==> src/rtl/key_lock_pkg.sv <==
// Shared types and defaults for the key-locked benchmark wrappers.
package key_lock_pkg;

  localparam int unsigned KEY_W_DEF     = 8;
  localparam int unsigned MAX_TRIES_DEF = 3;
  localparam int unsigned TIMEOUT_DEF   = 255;

  // Widest key the parity helper covers; narrower keys are zero-extended.
  localparam int unsigned PAR_W_MAX = 256;

  typedef enum logic [2:0] {
    IDLE,
    SHIFT,
    CHECK,
    RUN,
    FAIL,
    LOCK
  } state_e;

  // Zero-extension leaves the XOR reduction unchanged.
  function automatic logic parity(input logic [PAR_W_MAX-1:0] v);
    return ^v;
  endfunction

endpackage

==> src/rtl/key_shift_reg.sv <==
// Serial key capture: KEY_W data bits MSB first, then one parity bit.
module key_shift_reg #(
  parameter int unsigned KEY_W = 8
) (
  input  logic             clk,
  input  logic             rst,
  input  logic             clr_i,
  input  logic             accept_i,
  input  logic             data_i,
  output logic [KEY_W-1:0] sh_o,
  output logic             par_o,
  output logic             done_c
);

  localparam int unsigned CNT_W = $clog2(KEY_W + 1);

  logic [CNT_W-1:0] cnt_q;
  logic [KEY_W-1:0] sh_q;
  logic             par_q;
  logic             last_c;

  // The bit arriving at count KEY_W is the parity bit.
  assign last_c = (cnt_q == CNT_W'(KEY_W));
  assign done_c = accept_i & last_c;
  assign sh_o   = sh_q;
  assign par_o  = par_q;

  always_ff @(posedge clk or posedge rst) begin
    if (rst) begin
      cnt_q <= '0;
      sh_q  <= '0;
      par_q <= 1'b0;
    end else if (clr_i) begin
      cnt_q <= '0;
      sh_q  <= '0;
      par_q <= 1'b0;
    end else if (accept_i) begin
      if (last_c) begin
        par_q <= data_i;
      end else begin
        sh_q <= KEY_W'({sh_q, data_i});
      end
      cnt_q <= cnt_q + CNT_W'(1);
    end
  end

endmodule

==> src/rtl/key_unlock_seq.sv <==
// Unlock sequencer: fetches a serial key, checks parity, then releases the locked core.
module key_unlock_seq
  import key_lock_pkg::*;
#(
  parameter int unsigned KEY_W     = KEY_W_DEF,
  parameter int unsigned MAX_TRIES = MAX_TRIES_DEF,
  parameter int unsigned TIMEOUT   = TIMEOUT_DEF
) (
  input  logic             clk,
  input  logic             rst,
  input  logic             start,
  input  logic             kv_valid,
  input  logic             kv_data,
  output logic             kv_ready,
  output logic [KEY_W-1:0] key_out,
  output logic             core_rst,
  output logic             key_ok,
  output logic             lockout,
  output logic             busy
);

  localparam int unsigned TO_W = $clog2(TIMEOUT + 1);
  localparam int unsigned TR_W = $clog2(MAX_TRIES + 1);

  state_e           state_q;
  logic [TO_W-1:0]  to_cnt_q;
  logic [TR_W-1:0]  tries_q;

  logic [KEY_W-1:0] sh;
  logic             par;
  logic             done_c;
  logic             accept_c;
  logic             clr_c;
  logic             key_good_c;
  logic [TO_W-1:0]  to_inc_c;
  logic [TR_W-1:0]  tries_inc_c;

  assign accept_c    = kv_valid & kv_ready;
  assign clr_c       = start & ((state_q == IDLE) | (state_q == RUN));
  assign key_good_c  = (parity(PAR_W_MAX'(sh)) ^ par) == 1'b0;
  assign to_inc_c    = (to_cnt_q == TO_W'(TIMEOUT)) ? to_cnt_q : to_cnt_q + TO_W'(1);
  assign tries_inc_c = tries_q + TR_W'(1);

  key_shift_reg #(
    .KEY_W (KEY_W)
  ) u_shift (
    .clk      (clk),
    .rst      (rst),
    .clr_i    (clr_c),
    .accept_i (accept_c),
    .data_i   (kv_data),
    .sh_o     (sh),
    .par_o    (par),
    .done_c   (done_c)
  );

  // Outputs are updated alongside the state so each one reflects the state it enters.
  always_ff @(posedge clk or posedge rst) begin
    if (rst) begin
      state_q  <= IDLE;
      to_cnt_q <= '0;
      tries_q  <= '0;
      key_out  <= '0;
      core_rst <= 1'b1;
      kv_ready <= 1'b0;
      key_ok   <= 1'b0;
      lockout  <= 1'b0;
      busy     <= 1'b0;
    end else begin
      case (state_q)
        IDLE, RUN: begin
          if (start) begin
            state_q  <= SHIFT;
            to_cnt_q <= '0;
            core_rst <= 1'b1;
            key_ok   <= 1'b0;
            kv_ready <= 1'b1;
            busy     <= 1'b1;
          end
        end
        SHIFT: begin
          if (accept_c) begin
            to_cnt_q <= '0;
            if (done_c) begin
              state_q  <= CHECK;
              kv_ready <= 1'b0;
            end
          end else begin
            to_cnt_q <= to_inc_c;
            if (to_inc_c == TO_W'(TIMEOUT)) begin
              state_q  <= FAIL;
              kv_ready <= 1'b0;
              busy     <= 1'b0;
            end
          end
        end
        CHECK: begin
          busy <= 1'b0;
          if (key_good_c) begin
            state_q  <= RUN;
            key_out  <= sh;
            tries_q  <= '0;
            core_rst <= 1'b0;
            key_ok   <= 1'b1;
          end else begin
            state_q <= FAIL;
          end
        end
        FAIL: begin
          tries_q <= tries_inc_c;
          if (tries_inc_c == TR_W'(MAX_TRIES)) begin
            state_q <= LOCK;
            lockout <= 1'b1;
            key_out <= '0;
          end else begin
            state_q <= IDLE;
          end
        end
        LOCK: begin
          state_q <= LOCK;
        end
        default: begin
          state_q <= IDLE;
        end
      endcase
    end
  end

endmodule

==> config.mk <==
export PLATFORM = sky130hd
export DESIGN_NAME = key_unlock_seq
export DESIGN_NICKNAME = d
export VERILOG_FILES = /design/src/rtl/key_lock_pkg.sv /design/src/rtl/key_shift_reg.sv /design/src/rtl/key_unlock_seq.sv
export SDC_FILE = /design/constraint.sdc
export NUM_CORES = 1
export LEC_CHECK = 0
export CAP_MARGIN = 20
export CORE_ASPECT_RATIO = 0.7
export CORE_MARGIN = 3
export CORE_UTILIZATION = 45
export CTS_CLUSTER_DIAMETER = 50
export CTS_CLUSTER_SIZE = 16
export DETAILED_ROUTE_END_ITERATION = 8
export PLACE_DENSITY = 0.62
export SETUP_SLACK_MARGIN = 0.3
export SYNTH_ARGS = -nofsm -noshare
export SYNTH_HDL_FRONTEND = slang
export SYNTH_SLANG_ARGS = --single-unit
export TNS_END_PERCENT = 10
==> constraint.sdc <==
create_clock -name clk -period 2 [get_ports clk]
set_clock_uncertainty 0.1 [all_clocks]
set_input_delay 0.4 -clock clk [delete_from_list [all_inputs] [get_ports clk]]
set_output_delay 0.4 -clock clk [all_outputs]
set_load 0.03 [all_outputs]
==> run summary <==
post-synthesis net count - 234
total CTS buffers - 5
peak supply drop - 0.8649 mV
post-synthesis compound-gate area fraction - 0.1842
CP Cell Sequence - xor2_1 -> xnor3_2 -> mux2i_4 -> nor2_2 -> mux2_4
GRT Residual Overflow - 0
Worst path max stage delay - 0.45 ns
Avg Synthesized Cell Area - 9.148 um2
synthesis-stage register bit count - 39
r2r setup slk - 0.1 ns
Worst path slowest cell - xnor3_2
register area - 978.4 um2
area grow syn2layout - 27.36%
Power Dens Cells - 1471 mW/mm2
status - completed
mux cell area share after synthesis - 0.01641
count of H-tree levels built during CTS - 2
Initial Util - 0.4947
clk slew on worst S/H paths - 0.07 ns
GRT Total Usage - 0.1867
vias in the first global route - 1705
RSZ-0062 raised after global routing - yes
main area contributors after synthesis - dfrtp_1 (46%), nand2_1 (7.8%), a21oi_1 (5.3%), o21ai_0 (4.1%), nand3_1 (2.9%)
IO buf count - 17
via/cell ratio - 5.532
Die Wd - 86.84 um
largest family of logic cells by synthesized area - simple AND/OR/NAND/NOR gates
Final #Nets - 272
Buf/Inv on CP - 0
post-detailed-route DRC marker count - 0
height of the chip - 62.59 um
first-pass GRT wire length - 8135 um
Synth top area share - 0.4620
Cell variety after synth - 45
io pins - 18
Post-Synth Adder-Cell Area - 0.02432
Synth Warn # - 0
share of cells above drive strength 1 - 0.1932
XOR/XNOR Fraction of Synth Area - 0.05714
CTS tree - done
clk sinks - 39
Max Cap Viol - 0
ANT cells - 0
Hold WC Path Type - input pin to asynchronous set/reset pin
FFs w/ async S/R, synth - 1.000
top cells by count, synth - nand2_1 (43), dfrtp_1 (38), a21oi_1 (22), o21ai_0 (17), nor2_1 (15)
Final min period - 1.905 ns
Critical Path Start Type - flip-flop
row cnt - 19
WP data required - 2.08 ns
root buffer cell - clkbuf_8
Highest Clock Rate - 525.0 MHz
CP Data Arrival Time - 1.99 ns
wire per inst - 14.51 um
clock buffer depth - 2
multi-input logic area - 0.001064 mm2
Skew-Pair Late Insertion Delay - 0.29 ns
post-route ant nets - 0
DR vias - 1748
Cells after Synth - 225
fin crit share - 0.9525
Final TNS setup - 0 ns
Placer Congestion - 0.7463
drt pass-1 iters - 4
Crit. End Element - flip-flop
Pleak - 1.136 nW
post-synthesis sequential area ratio - 0.4748
synthesized area - 0.002058 mm2
Most used DFF post-synth - dfrtp_1
final setup fails - 0
die area - 0.005435 mm2
cell family with most CP delay - XOR/XNOR gates
max-slew violations - 0
Slew HR - 0.7449
crit path kind - flip-flop to flip-flop
fill count - 344
simple-gate share of the synthesized area - 0.2055
Final Hold Fails - 0
Worst Path Max Fanout - 5
Final Power - 0.003856 W
Hold-fix buffers, CTS - 0
core footprint - 0.004160 mm2
pin count of the biggest net entering global routing - 40
worst-margin pin slew - 0.3816 ns
Yosys top cell by area - dfrtp_1
initial antenna violation count - 0
top-count cell post-synth - nand2_1
hpwl dp - 3243 um
drt total wl - 4585 um
EDFF count, synth - 0
Iteration-0 DRC Markers - 159
==> layout by cell type (no fill, tap or decap), drive strengths merged, types with 5 or more instances in the layout <==
| master | netlist | layout |
|---|---|---|
| clkdlybuf4s50 | 0 | 16 |
| inv | 6 | 6 |
| clkbuf | 5 | 6 |
| nand2 | 43 | 43 |
| nor2 | 16 | 16 |
| a21oi | 22 | 22 |
| buf | 5 | 24 |
| dfrtp | 38 | 38 |
| nand3 | 12 | 12 |
| o21ai | 20 | 20 |
| nand2b | 5 | 5 |
==> layout make-up <==
cell class                 instances  area share
clock buffer                       6     0.03150
clock inverter                     2     0.01337
inverter                           6    0.008592
multi-input combinational        170      0.4057
sequential                        39      0.3733
tap                               52     0.02482
timing repair buffer              41      0.1427
==> state kept, by name (all words and copies together), names as in the netlist <==
signal         flops
key_out            8
to_cnt_q           8
u_shift.sh_o       8
u_shift.cnt_q      4
state_q            3
tries_q            2
busy               1
core_rst           1
key_ok             1
kv_ready           1
lockout            1
u_shift.par_o      1
==> per-layer routing <==
layer / wire length [um] / global-route usage
met1: 2243 / 0.2776
met2: 2054 / 0.2661
met3: 226 / 0.04348
met4: 60 / 0.05837
met5: 0 / 0
==> repair_timing <==
| action | 4_1_cts | 5_1_grt |
|---|---|---|
| pin swaps | 8 | 2 |
| endpoints found under the setup margin | 38 | 46 |
| setup buffers | 9 | 1 |
| gates resized for setup | 8 | 1 |
==> path summary, 6_finish.rpt <==
| path | depth (start not counted) | to | from |
|---|---|---|---|
| worst max-delay path | 5 | tries_q[0] | u_shift.sh_o[3] |
| worst max register to register | 5 | tries_q[0] | u_shift.sh_o[3] |
| max in group asynchronous | 3 | core_rst | rst |
| min in group clk | 1 | lockout | lockout |
| worst min register to register | 1 | lockout | lockout |
| worst min-delay path | 3 | u_shift.cnt_q[2] | rst |
==> cell families (layout without fill, tap and decap cells) <==
kind of cell / after synthesis / count (layout)
DFF: 39 / 39
and+or+nand+nor: 92 / 92
muxes: 2 / 2
buffers and inverters: 16 / 55
AOI/OAI and AO/OA: 62 / 62
adders and majority gates: 4 / 4
xor gates and xnor gates: 10 / 10
==> per-stage QoR <==
step / hold WS, ns / utilization / cell area, um2 / std cells / worst slack (ns)
after detailed placement: 0.3514 / 0.5753 / 2394 / 298 / 0.008702
after global routing: 0.3975 / 0.6301 / 2621 / 316 / 0.01679
after global placement: 0.3480 / 0.5753 / 2394 / 298 / 0.04960
after CTS: 0.3569 / 0.6271 / 2609 / 315 / 0.1194
after floorplan: 0.3918 / - / 2083 / 225 / 0.2585
final: 0.3507 / 0.6301 / 2621 / 316 / 0.09509
==> power breakdown <==
part | internal [W] | total [W] | switching, W
clock network | 0.000404 | 0.000683 | 0.000279
logic | 0.000943 | 0.00197 | 0.00103
registers | 0.00101 | 0.00120 | 0.000185
==> tightest hold or removal path: stages <==
cell	delay, ns
clkdlybuf4s50_1	0.39
inv_1	0.09
buf_12	0.23
Note: power is estimated with default switching activity, not from simulation.
